## src/rtl/mem_arbiter_if.sv

```systemverilog
`default_nettype none
// ============================================================================
// Module   : mem_arbiter_if
// Brief    : IFU/LSU request-response channels and the shared memory port.
// Revision : 1.0 - initial release
// ============================================================================
interface mem_arbiter_if;
    logic        ifu_req_valid;
    logic        ifu_req_ready;
    logic [63:0] ifu_addr;
    logic        ifu_resp_valid;
    logic [63:0] ifu_rdata;
    logic        ifu_resp_err;

    logic        lsu_req_valid;
    logic        lsu_req_ready;
    logic [63:0] lsu_addr;
    logic        lsu_wen;
    logic [63:0] lsu_wdata;
    logic [7:0]  lsu_wmask;
    logic        lsu_resp_valid;
    logic [63:0] lsu_rdata;
    logic        lsu_resp_err;

    logic        mem_req_valid;
    logic        mem_req_ready;
    logic [63:0] mem_addr;
    logic        mem_wen;
    logic [63:0] mem_wdata;
    logic [7:0]  mem_wmask;
    logic        mem_resp_valid;
    logic [63:0] mem_rdata;

    // Arbiter side
    modport slave (
        input  ifu_req_valid, ifu_addr,
        output ifu_req_ready, ifu_resp_valid, ifu_rdata, ifu_resp_err,
        input  lsu_req_valid, lsu_addr, lsu_wen, lsu_wdata, lsu_wmask,
        output lsu_req_ready, lsu_resp_valid, lsu_rdata, lsu_resp_err,
        output mem_req_valid, mem_addr, mem_wen, mem_wdata, mem_wmask,
        input  mem_req_ready, mem_resp_valid, mem_rdata
    );

    // Requester / memory side
    modport master (
        output ifu_req_valid, ifu_addr,
        input  ifu_req_ready, ifu_resp_valid, ifu_rdata, ifu_resp_err,
        output lsu_req_valid, lsu_addr, lsu_wen, lsu_wdata, lsu_wmask,
        input  lsu_req_ready, lsu_resp_valid, lsu_rdata, lsu_resp_err,
        input  mem_req_valid, mem_addr, mem_wen, mem_wdata, mem_wmask,
        output mem_req_ready, mem_resp_valid, mem_rdata
    );
endinterface
`default_nettype wire

```

## src/rtl/mem_arbiter.sv

```systemverilog
`default_nettype none
// ============================================================================
// Module   : mem_arbiter
// Brief    : Two-requester (IFU/LSU) single-outstanding memory arbiter with
//            alternating priority and request/response timeout.
// Revision : 1.0 - initial release
// ============================================================================
module mem_arbiter #(
    parameter int TIMEOUT = 255
) (
    input  logic         clk,
    input  logic         rst,
    mem_arbiter_if.slave bus
);

    // One spare count above TIMEOUT so a request accepted exactly at the
    // limit still times out on its first WAIT cycle instead of wrapping.
    localparam int CNT_W = $clog2(TIMEOUT + 2);

    typedef enum logic [1:0] {
        IDLE = 2'd0,
        REQ  = 2'd1,
        WAIT = 2'd2,
        RESP = 2'd3
    } state_t;

    state_t      state;
    state_t      state_next;
    logic [CNT_W-1:0] cnt;
    logic        last_grant;   // 1 = LSU
    logic        owner;        // 1 = LSU
    logic [63:0] lat_addr;
    logic        lat_wen;
    logic [63:0] lat_wdata;
    logic [7:0]  lat_wmask;
    logic [63:0] ifu_rdata_q;
    logic        ifu_err_q;
    logic [63:0] lsu_rdata_q;
    logic        lsu_err_q;

    logic grant_ifu;
    logic grant_lsu;
    logic timed_out;
    logic accept;
    logic complete;
    logic expire;
    logic req_valid;

    assign grant_ifu = bus.ifu_req_valid && (!bus.lsu_req_valid || last_grant);
    assign grant_lsu = bus.lsu_req_valid && (!bus.ifu_req_valid || !last_grant);
    assign timed_out = (cnt >= CNT_W'(TIMEOUT));

    always_comb begin
        state_next = state;
        accept     = 1'b0;
        complete   = 1'b0;
        expire     = 1'b0;
        req_valid  = 1'b0;
        case (state)
            IDLE: begin
                if (grant_ifu || grant_lsu) begin
                    accept     = 1'b1;
                    state_next = REQ;
                end
            end
            REQ: begin
                req_valid = 1'b1;
                if (bus.mem_req_ready) begin
                    state_next = WAIT;
                end else if (timed_out) begin
                    expire     = 1'b1;
                    state_next = RESP;
                end
            end
            WAIT: begin
                if (bus.mem_resp_valid) begin
                    complete   = 1'b1;
                    state_next = RESP;
                end else if (timed_out) begin
                    expire     = 1'b1;
                    state_next = RESP;
                end
            end
            RESP: begin
                state_next = IDLE;
            end
            default: begin
                state_next = IDLE;
            end
        endcase
    end

    always_ff @(posedge clk) begin
        if (rst) begin
            state       <= IDLE;
            cnt         <= '0;
            last_grant  <= 1'b0;
            owner       <= 1'b0;
            lat_addr    <= '0;
            lat_wen     <= 1'b0;
            lat_wdata   <= '0;
            lat_wmask   <= '0;
            ifu_rdata_q <= '0;
            ifu_err_q   <= 1'b0;
            lsu_rdata_q <= '0;
            lsu_err_q   <= 1'b0;
        end else begin
            state <= state_next;

            if (accept) begin
                owner      <= grant_lsu;
                last_grant <= grant_lsu;
                lat_addr   <= grant_lsu ? bus.lsu_addr  : bus.ifu_addr;
                lat_wen    <= grant_lsu & bus.lsu_wen;
                lat_wdata  <= grant_lsu ? bus.lsu_wdata : '0;
                lat_wmask  <= grant_lsu ? bus.lsu_wmask : '0;
            end

            if (accept) begin
                cnt <= '0;
            end else if (state == REQ || state == WAIT) begin
                cnt <= cnt + CNT_W'(1);
            end

            // Each channel keeps its own copy so it holds between responses.
            if (complete || expire) begin
                if (owner) begin
                    lsu_rdata_q <= complete ? bus.mem_rdata : '0;
                    lsu_err_q   <= expire;
                end else begin
                    ifu_rdata_q <= complete ? bus.mem_rdata : '0;
                    ifu_err_q   <= expire;
                end
            end
        end
    end

    assign bus.ifu_req_ready  = (state == IDLE) && grant_ifu;
    assign bus.lsu_req_ready  = (state == IDLE) && grant_lsu;

    assign bus.mem_req_valid  = req_valid;
    assign bus.mem_addr       = req_valid ? lat_addr  : '0;
    assign bus.mem_wen        = req_valid & lat_wen;
    assign bus.mem_wdata      = req_valid ? lat_wdata : '0;
    assign bus.mem_wmask      = req_valid ? lat_wmask : '0;

    assign bus.ifu_resp_valid = (state == RESP) && !owner;
    assign bus.ifu_rdata      = ifu_rdata_q;
    assign bus.ifu_resp_err   = ifu_err_q;
    assign bus.lsu_resp_valid = (state == RESP) && owner;
    assign bus.lsu_rdata      = lsu_rdata_q;
    assign bus.lsu_resp_err   = lsu_err_q;

endmodule
`default_nettype wire

```

## src/flat_wrapper.sv

```systemverilog
// flat-port wrapper written by rule: the top's interface ports become plain ports
module mem_arbiter_flat 
#(
    parameter int TIMEOUT = 255
)
  (clk, rst, bus_ifu_req_valid, bus_ifu_addr, bus_ifu_req_ready, bus_ifu_resp_valid, bus_ifu_rdata, bus_ifu_resp_err, bus_lsu_req_valid, bus_lsu_addr, bus_lsu_wen, bus_lsu_wdata, bus_lsu_wmask, bus_lsu_req_ready, bus_lsu_resp_valid, bus_lsu_rdata, bus_lsu_resp_err, bus_mem_req_valid, bus_mem_addr, bus_mem_wen, bus_mem_wdata, bus_mem_wmask, bus_mem_req_ready, bus_mem_resp_valid, bus_mem_rdata);
  mem_arbiter_if bus_i ();
  input  logic clk;
  input  logic rst;
  input wire logic [$bits(bus_i.ifu_req_valid)-1:0] bus_ifu_req_valid;
  input wire logic [$bits(bus_i.ifu_addr)-1:0] bus_ifu_addr;
  output wire logic [$bits(bus_i.ifu_req_ready)-1:0] bus_ifu_req_ready;
  output wire logic [$bits(bus_i.ifu_resp_valid)-1:0] bus_ifu_resp_valid;
  output wire logic [$bits(bus_i.ifu_rdata)-1:0] bus_ifu_rdata;
  output wire logic [$bits(bus_i.ifu_resp_err)-1:0] bus_ifu_resp_err;
  input wire logic [$bits(bus_i.lsu_req_valid)-1:0] bus_lsu_req_valid;
  input wire logic [$bits(bus_i.lsu_addr)-1:0] bus_lsu_addr;
  input wire logic [$bits(bus_i.lsu_wen)-1:0] bus_lsu_wen;
  input wire logic [$bits(bus_i.lsu_wdata)-1:0] bus_lsu_wdata;
  input wire logic [$bits(bus_i.lsu_wmask)-1:0] bus_lsu_wmask;
  output wire logic [$bits(bus_i.lsu_req_ready)-1:0] bus_lsu_req_ready;
  output wire logic [$bits(bus_i.lsu_resp_valid)-1:0] bus_lsu_resp_valid;
  output wire logic [$bits(bus_i.lsu_rdata)-1:0] bus_lsu_rdata;
  output wire logic [$bits(bus_i.lsu_resp_err)-1:0] bus_lsu_resp_err;
  output wire logic [$bits(bus_i.mem_req_valid)-1:0] bus_mem_req_valid;
  output wire logic [$bits(bus_i.mem_addr)-1:0] bus_mem_addr;
  output wire logic [$bits(bus_i.mem_wen)-1:0] bus_mem_wen;
  output wire logic [$bits(bus_i.mem_wdata)-1:0] bus_mem_wdata;
  output wire logic [$bits(bus_i.mem_wmask)-1:0] bus_mem_wmask;
  input wire logic [$bits(bus_i.mem_req_ready)-1:0] bus_mem_req_ready;
  input wire logic [$bits(bus_i.mem_resp_valid)-1:0] bus_mem_resp_valid;
  input wire logic [$bits(bus_i.mem_rdata)-1:0] bus_mem_rdata;
  assign bus_i.ifu_req_valid = bus_ifu_req_valid;
  assign bus_i.ifu_addr = bus_ifu_addr;
  assign bus_ifu_req_ready = bus_i.ifu_req_ready;
  assign bus_ifu_resp_valid = bus_i.ifu_resp_valid;
  assign bus_ifu_rdata = bus_i.ifu_rdata;
  assign bus_ifu_resp_err = bus_i.ifu_resp_err;
  assign bus_i.lsu_req_valid = bus_lsu_req_valid;
  assign bus_i.lsu_addr = bus_lsu_addr;
  assign bus_i.lsu_wen = bus_lsu_wen;
  assign bus_i.lsu_wdata = bus_lsu_wdata;
  assign bus_i.lsu_wmask = bus_lsu_wmask;
  assign bus_lsu_req_ready = bus_i.lsu_req_ready;
  assign bus_lsu_resp_valid = bus_i.lsu_resp_valid;
  assign bus_lsu_rdata = bus_i.lsu_rdata;
  assign bus_lsu_resp_err = bus_i.lsu_resp_err;
  assign bus_mem_req_valid = bus_i.mem_req_valid;
  assign bus_mem_addr = bus_i.mem_addr;
  assign bus_mem_wen = bus_i.mem_wen;
  assign bus_mem_wdata = bus_i.mem_wdata;
  assign bus_mem_wmask = bus_i.mem_wmask;
  assign bus_i.mem_req_ready = bus_mem_req_ready;
  assign bus_i.mem_resp_valid = bus_mem_resp_valid;
  assign bus_i.mem_rdata = bus_mem_rdata;
  mem_arbiter #(.TIMEOUT(TIMEOUT)) u_core (.clk(clk), .rst(rst), .bus(bus_i));
endmodule
```

## config.mk

```make
export PLATFORM = sky130hd
export DESIGN_NAME = mem_arbiter_flat
export DESIGN_NICKNAME = d
export VERILOG_FILES = /design/src/rtl/mem_arbiter_if.sv /design/src/rtl/mem_arbiter.sv /design/src/flat_wrapper.sv
export SDC_FILE = /design/constraint.sdc
export NUM_CORES = 1
export LEC_CHECK = 0
export CAP_MARGIN = 5
export CORE_AREA = 2 2 210 212
export DETAILED_ROUTE_END_ITERATION = 8
export DIE_AREA = 0 0 212 214
export GPL_ROUTABILITY_DRIVEN = 0
export GPL_TIMING_DRIVEN = 0
export MAX_ROUTING_LAYER = met4
export SYNTH_ARGS = -nofsm -noshare
export SYNTH_HDL_FRONTEND = slang
export SYNTH_SLANG_ARGS = --single-unit
export TNS_END_PERCENT = 5
```

## constraint.sdc

```tcl
create_clock -name clk -period 5.8 [get_ports clk]
set_input_delay 1.16 -clock clk [delete_from_list [all_inputs] [get_ports clk]]
set_output_delay 1.16 -clock clk [all_outputs]
set_load 0.05 [all_outputs]
```

=== Word-level counts from Yosys, hierarchy flattened ===
Cells that the tools add are included.

* Add/subtract/negate cells: 1
* $lt $le $gt $ge: 1
* Eq/ne operators: 4
* Multiplexer cells: 21
* Bitwise gates (word level): 3
* Reduce and logical (&&, ||, !) cells: 18

{| class="wikitable"
|+ Operator list
! kind !! number
|-
| 2-to-1 mux 64 bit || 5
|-
| 2-to-1 mux 8 bit || 2
|-
| adder 9 x 1 -> 9 bit, second input constant || 1
|-
| >= comparator 9 x 8 -> 1 bit, second input constant || 1
|-
| 2-to-1 mux 1 bit || 8
|-
| 2-to-1 mux 2 bit || 4
|-
| case mux 2 bit (4 select lines) || 1
|-
| logical AND 1 bit || 6
|-
| logical OR 1 bit || 5
|-
| == test 2 bit, second input constant || 2
|-
| AND reduction 2 bit || 2
|-
| logical NOT 1 bit || 3
|-
| AND 1 bit || 2
|-
| == test 2 x 1 -> 1 bit, second input constant || 1
|-
| logical NOT 2 bit || 1
|-
| inequality test 2 x 1 -> 1 bit, second input constant || 1
|-
| case mux 1 bit (2 select lines) || 1
|-
| OR reduction 2 bit || 1
|-
| NOT 1 bit || 1
|}

* Flip-flop bits (word level): 279
* Input bits: 271
* Output and inout port bits: 272
* Word-level logic and storage cells: 59

=== Longest topological paths before layout ===
Gate-level depths: netlist (run 1).

* Depth after elaboration: 7
* Gate-level depth with buffers: 9
* Mapped depth without buffers: 8

=== Least setup slack after synthesis (run 1) ===
OpenSTA, ideal clock, no wires.

* Path kind: input -> output
* Start: in bus_lsu_req_valid
* End: out bus_lsu_req_ready
* Data arrival time: 2.183 ns
* Data required time: 4.640 ns
* Slack: 2.457 ns
* Cell stages on the path: 4
* Buffers on the path: 2
* Cell sequence: a21boi_1 > buf_4 > buf_4 > and2_1

* Cells in the longest elaborated chain, start to end: 2

{| class="wikitable"
|+ RTL lines
! item !! line !! source
|-
| start: declaration || flat_wrapper.sv:16 || <nowiki>input wire logic [$bits(bus_i.lsu_req_valid)-1:0] bus_lsu_req_valid;</nowiki>
|-
| logical AND 1 bit || mem_arbiter.sv:50 || <nowiki>assign grant_lsu = bus.lsu_req_valid && (!bus.ifu_req_valid || !last_grant);</nowiki>
|-
| logical AND 1 bit || mem_arbiter.sv:139 || <nowiki>assign bus.lsu_req_ready = (state == IDLE) && grant_lsu;</nowiki>
|-
| end: declaration || flat_wrapper.sv:21 || <nowiki>output wire logic [$bits(bus_i.lsu_req_ready)-1:0] bus_lsu_req_ready;</nowiki>
|}

No other way between the ends.

=== Final worst setup path (run 1) ===
Same ends and word-level chain as after synthesis.

==> results_dict.tcl, run 1 <==
set metrics [dict create \
    status "completed" \
    worstSkewPairLatency_ps 530 \
    fin_skew_ps 18.5 \
    crit_path_end_kind "primary output" \
    grt_usage_pct 18.8 \
    drtAntennaViolNets 0 \
    power_density_mw_per_mm2 278 \
    tns_ps 0 \
    rows 76 \
    start_util_pct 24.8 \
    routed-via-count 9766 \
    p_leak_nw 6.90 \
    grt_overflow 0 \
    ys_seq_area_share_pct 52.4 \
    clk_pin_slew_ps 60 \
    num_io_pins 543 \
    worstPathRequired_ps 4640 \
    ys_seq_elements 279 \
    synth_edf_count 0 \
    postSynthCellCount 980 \
    viasPerCell 4.51 \
    hp-start "u_core.bus.lsu_resp_err$_SDFFE_PP0P_" \
    reg2reg_from "u_core.state[0]$_SDFFE_PP0P_" \
    syn_nets 1258 \
    first_pass_iters 4 \
    clk_path_buf_depth 3 \
    crit_fanout 10 \
    yosysWarnings 0 \
    cts_post_setup_buffers_inserted 0 \
    p_sw_mw 1.41 \
    fmax_mhz 206 \
    seqPwrFrac_pct 41.7 \
    cts-root-buf "clkbuf_16" \
    internal-power_mw 3.55 \
    die_x_um 212 \
    slew_headroom_pct 39.3 \
    worstSetupStartpoint "bus_lsu_req_valid" \
    routed_wl_um 42800 \
    port_buffers 541 \
    cts_resized 0 \
    grt_pass1_wl_um 62700 \
    hold_violations 0 \
    tightest_slew_ps 905 \
    final_area_mm2 0.0178 \
    drc 0 \
    antenna_found_initial 2 \
    synth_area_leader_cell "dfxtp_1" \
    crit_chain "clkdlybuf4s50_1 > a21boi_1 > buf_4 > buf_4 > and2_1 > clkdlybuf4s50_1" \
    avgSynthCellArea_um2 10.9 \
    postCtsHoldBufs 0 \
    clkPwrFrac_pct 39.7 \
    grt_max_degree 13 \
    p_comb_share_pct 18.7 \
    criticalPathCategory "primary input to primary output" \
    place_area_mm2 0.0168 \
    yosysMostFrequentCell "dfxtp_1" \
    syn_area_mm2 0.0107 \
    drt-initial-drc-count 467 \
    ys_types 39 \
    drive_above_1_share_pct 7.09 \
    grt_pass1_vias 10200 \
    drv_slew 0 \
    coreArea_mm2 0.0429 \
    p_sw_share_pct 28.4 \
    h-tree-depth 2 \
    synth_commonest_cells "dfxtp_1 (279), a22o_1 (201), and2_1 (139), nor2_1 (81)" \
    fin_crit_ps 4860 \
    die_h_um 214 \
    worst-path-buf-inv 4 \
    crit_path_start_kind "primary input" \
    rsz0062_at_grt "no" \
    synth_area_leaders "dfxtp_1 (52%), a22o_1 (17%), and2_1 (8.2%)" \
    synthArstFlopShare_pct 0 \
    crit_family "buffers and inverters" \
    slowest_delay_ps 870 \
    clock_sinks 279 \
    critPathArrivalTime_ps 3700 \
    cts_tree "yes" \
    fill_cells 4221 \
    fin_nets 1835 \
    holdCritPathClass "flip-flop to flip-flop" \
    ir_drop_mv 0.152 \
    dieArea_mm2 0.0454 \
    cts_buffers 34 \
    finalCritPeriodShare_pct 83.8 \
    synthFlopType "dfxtp_1" \
    detailed_place_hpwl_um 33900 \
    wl_per_cell_um 19.8 \
    synth_top_area_share_pct 52.4 \
    cap_viol_max_count 0 \
    syn2layout_area_growth_pct 67.3 \
    slowest_stage "clkdlybuf4s50_1" \
    setup_violations 0 \
]
-- final timing paths --
kind                                           endpoint  slack [ps]  cells after the start
setup / recovery                      bus_lsu_req_ready         940                      6
setup reg to reg  u_core.bus.ifu_rdata[55]$_SDFFE_PP0P_        3360                      6
hold / removal     u_core.bus.lsu_resp_err$_SDFFE_PP0P_         460                      2
hold reg to reg    u_core.bus.lsu_resp_err$_SDFFE_PP0P_         460                      2
-- per-stage QoR --
stage               total power [mW]  util (%)  instances  worst slack [ps]  hold slack (ps)
CTS                             5.05      41.6       2164               886              462
global route                    5.19      41.6       2166               814              475
floorplan                       2.60         -        980              2460              434
finish                          4.96      41.6       2166               941              459
detailed placement              3.04      39.2       2106               905              447
global placement                3.04      39.2       2106               903              448
-- sequential cells by signal (all words and copies together), names as in the netlist --
name	cells
u_core.cnt	9
u_core.bus.lsu_resp_err	1
u_core.last_grant	1
u_core.lat_wmask	8
u_core.state	2
u_core.lat_wen	1
u_core.lat_wdata	64
u_core.bus.ifu_rdata	64
u_core.lat_addr	64
u_core.bus.lsu_rdata	64
u_core.bus.ifu_resp_err	1
-- worst reg2reg max path: stages, from the launching register on --
cell and delay [ps]:
dfxtp_1 360, inv_1 120, ha_1 200, nand2_1 160, nor3_2 620, clkbuf_1 660
a22o_1 270
-- power by group through the flow --
stage          Combinational, mW  Clock (mW)  Sequential [mW]
2_1_floorplan              0.495           0             2.11
3_5_place_dp               0.937           0             2.11
3_3_place_gp               0.932           0             2.10
5_1_grt                    0.995        2.12             2.08
6_report                   0.925        1.97             2.07
4_1_cts                    0.941        2.04             2.07
-- layer usage --
metal,vias up,share of wire [%],GRT usage (%)
met3,66,8.3,5.82
met2,401,48,31.5
li1,4722,-,-
met5,-,0,-
met1,4577,40,21.0
met4,0,3.0,6.20
-- area by class of cell --
cell class	count	area, um2	share of cell area [%]
timing repair buffer	541	5420	30.4
antenna	2	5.00	0.0281
clock buffer	46	926	5.19
inverter	6	22.5	0.126
clock inverter	12	92.6	0.519
tap	585	732	4.11
sequential	279	5590	31.3
buffer	87	484	2.72
multi-input combinational	608	4560	25.6
-- cell families after synthesis --
group / synth area share (%)
compound gates: 22.5
flops: 52.4
simple gates: 12.8
buf+inv: 4.76
mux: 6.11
xor+xnor: 0.575
fa+ha+maj: 0.822
-- layout by cell type (no fill, tap or decap), types with 5 or more instances in the layout --
cell and instances:
a211oi_1 65, a21oi_1 6, a22o_1 201, and2_1 139, buf_2 33, buf_4 7
buf_6 12, clkbuf_1 42, clkbuf_16 34, clkdlybuf4s50_1 541, clkinv_2 5, dfxtp_1 279
ha_1 7, inv_1 6, mux2i_1 65, nand2_1 5, nor2_1 81
No activity file was read; power rests on OpenSTA's default activity.
==> inputs of run 2 (changes only) <==
--- a/config.mk
+++ b/config.mk
@@ -6,9 +6,9 @@
 export NUM_CORES = 1
 export LEC_CHECK = 0
 export CAP_MARGIN = 5
-export CORE_AREA = 2 2 210 212
+export CORE_AREA = 2 2 209 211
 export DETAILED_ROUTE_END_ITERATION = 8
-export DIE_AREA = 0 0 212 214
+export DIE_AREA = 0 0 211 213
 export GPL_ROUTABILITY_DRIVEN = 0
 export GPL_TIMING_DRIVEN = 0
 export MAX_ROUTING_LAYER = met4
==> constraint.sdc (replaced) <==
create_clock -name clk -period 4.2 [get_ports clk]
set_input_delay 0.84 -clock clk [delete_from_list [all_inputs] [get_ports clk]]
set_output_delay 0.84 -clock clk [all_outputs]
set_load 0.05 [all_outputs]
==> results_dict.tcl, run 2 (same netlist as run 1, synthesis figures left out) <==
set metrics [dict create \
    grt_usage_pct 19.0 \
    ir_drop_mv 0.216 \
    grt_overflow 0 \
    grt_util_met3_pct 6.81 \
    power_density_mw_per_mm2 393 \
    holdCritPathClass "flip-flop to flip-flop" \
    routed_wl_um 43300 \
    first_pass_iters 5 \
    status "completed" \
    grt_busiest_layer "met2" \
    drive_above_1_share_pct 7.53 \
    worstSkewPairLatency_ps 540 \
    drtAntennaViolNets 0 \
    reg2reg_from "u_core.state[0]$_SDFFE_PP0P_" \
    total_power_mw 7.02 \
    p_leak_nw 6.96 \
    fill_cells 4160 \
    rsz0062_at_grt "yes" \
    syn2layout_area_growth_pct 67.6 \
    cts_tree "yes" \
    multiInputGateArea_mm2 0.00456 \
    cts-root-buf "clkbuf_16" \
    fin_util_pct 41.8 \
    tightest_slew_ps 791 \
    fin_nets 1835 \
    clock_sinks 279 \
    cp-endpoint "bus_mem_addr[42]" \
    layout_common_cells "clkdlybuf4s50_1 (539), dfxtp_1 (279), a22o_1 (201), and2_1 (139), nor2_1 (81)" \
    whs_ps 465 \
    fin_crit_ps 3960 \
    detailed_place_hpwl_um 33900 \
    dieArea_mm2 0.0449 \
    worstPathRequired_ps 3360 \
    die_x_um 211 \
    groute.layer.met2.usage_pct 32.4 \
    crit_path_start_kind "flip-flop" \
    seq_area_mm2 0.00559 \
    critPathArrivalTime_ps 3120 \
    postCtsHoldBufs 0 \
    setup_violations 0 \
    final_area_mm2 0.0179 \
    wl_per_cell_um 20.4 \
    viasPerCell 4.61 \
    r2r_slack_ps 1770 \
    criticalPathCategory "flip-flop to primary output" \
    coreArea_mm2 0.0427 \
    finalCritPeriodShare_pct 94.3 \
    crit_fanout 10 \
    start_util_pct 25.0 \
    final_common_cell "clkdlybuf4s50_1" \
    rows 76 \
    drc 0 \
    clk_pin_slew_ps 70 \
    fmax_mhz 253 \
    cap_viol_max_count 0 \
    grt_pass1_vias 9915 \
    crit_path_end_kind "primary output" \
    die_h_um 213 \
    reg2regPathDepth 7 \
    place_area_mm2 0.0168 \
    slew_headroom_pct 47.0 \
    hold_violations 0 \
    routed-via-count 9824 \
    grt_pass1_wl_um 62300 \
    fin_skew_ps 16.8 \
    drv_slew 0 \
    clk_path_buf_depth 3 \
    h-tree-depth 2 \
    antenna_found_initial 2 \
    met1_usage_pct 20.7 \
    worstReg2RegEnd "u_core.lat_addr[33]$_SDFFE_PP0P_" \
    grt_max_degree 13 \
    drt-initial-drc-count 574 \
    worstSetupStartpoint "u_core.state[1]$_SDFFE_PP0P_" \
    port_buffers 541 \
    num_io_pins 543 \
    cts_buffers 34 \
]
## run 2: per-layer routing
layer	share of wire [%]	vias up
li1	-	4722
met1	39	4655
met2	50	395
met3	8.7	52
met4	2.4	0
met5	0	-
## run 2: what timing repair did
| item | CTS | global route |
|---|---|---|
| gates resized for setup | 3 | 1 |
| setup endpoints to repair | 82 | 10 |
| setup buffers | 0 | 0 |
## run 2: how the worst min path moves through the flow
stage | slack, ps | start | depth (start not counted) | endpoint
2_1_floorplan | 430 | u_core.lat_wdata[63]$_SDFFE_PP0P_ | 1 | u_core.lat_wdata[63]$_SDFFE_PP0P_
3_3_place_gp | 450 | u_core.lat_wdata[45]$_SDFFE_PP0P_ | 1 | u_core.lat_wdata[45]$_SDFFE_PP0P_
3_5_place_dp | 450 | u_core.lat_wdata[19]$_SDFFE_PP0P_ | 1 | u_core.lat_wdata[19]$_SDFFE_PP0P_
4_1_cts | 470 | u_core.lat_wdata[0]$_SDFFE_PP0P_ | 1 | u_core.lat_wdata[0]$_SDFFE_PP0P_
5_1_grt | 480 | u_core.lat_wdata[37]$_SDFFE_PP0P_ | 1 | u_core.lat_wdata[37]$_SDFFE_PP0P_
6_report | 470 | u_core.lat_wdata[30]$_SDFFE_PP0P_ | 1 | u_core.lat_wdata[30]$_SDFFE_PP0P_
## run 2: stage by stage
stage | TNS [ps] | std cells | worst slack (ps)
after floorplan | 0 | 980 | 1470
after global placement | -110 | 2067 | -110
after detailed placement | -95.4 | 2067 | -95.4
after CTS | 0 | 2127 | 9.26
after global routing | -189 | 2129 | -53.8
final | 0 | 2129 | 241
## run 2: power by group
group          switching [mW]  leakage, nW  internal [mW]
combinational           0.726         4.15          0.562
sequential             0.0665         2.27           2.79
clock                    1.18        0.534           1.70
## run 2: layout make-up
cell class / instances / area share [%]
inverters: 6 / 0.126
plain buffers: 87 / 2.72
clock inverters: 9 / 0.420
diodes: 2 / 0.0280
well taps: 546 / 3.82
repair buffers: 541 / 30.3
clock buffers: 51 / 5.74
multi-input cells: 608 / 25.6
flip-flops and latches: 279 / 31.3
## run 2: worst max-delay path, cell delays in order (launching register included)
cell and delay (ps):
dfxtp_1 360, inv_1 100, ha_1 280, clkbuf_2 350, clkbuf_1 420, and2_1 230
clkdlybuf4s50_1 830
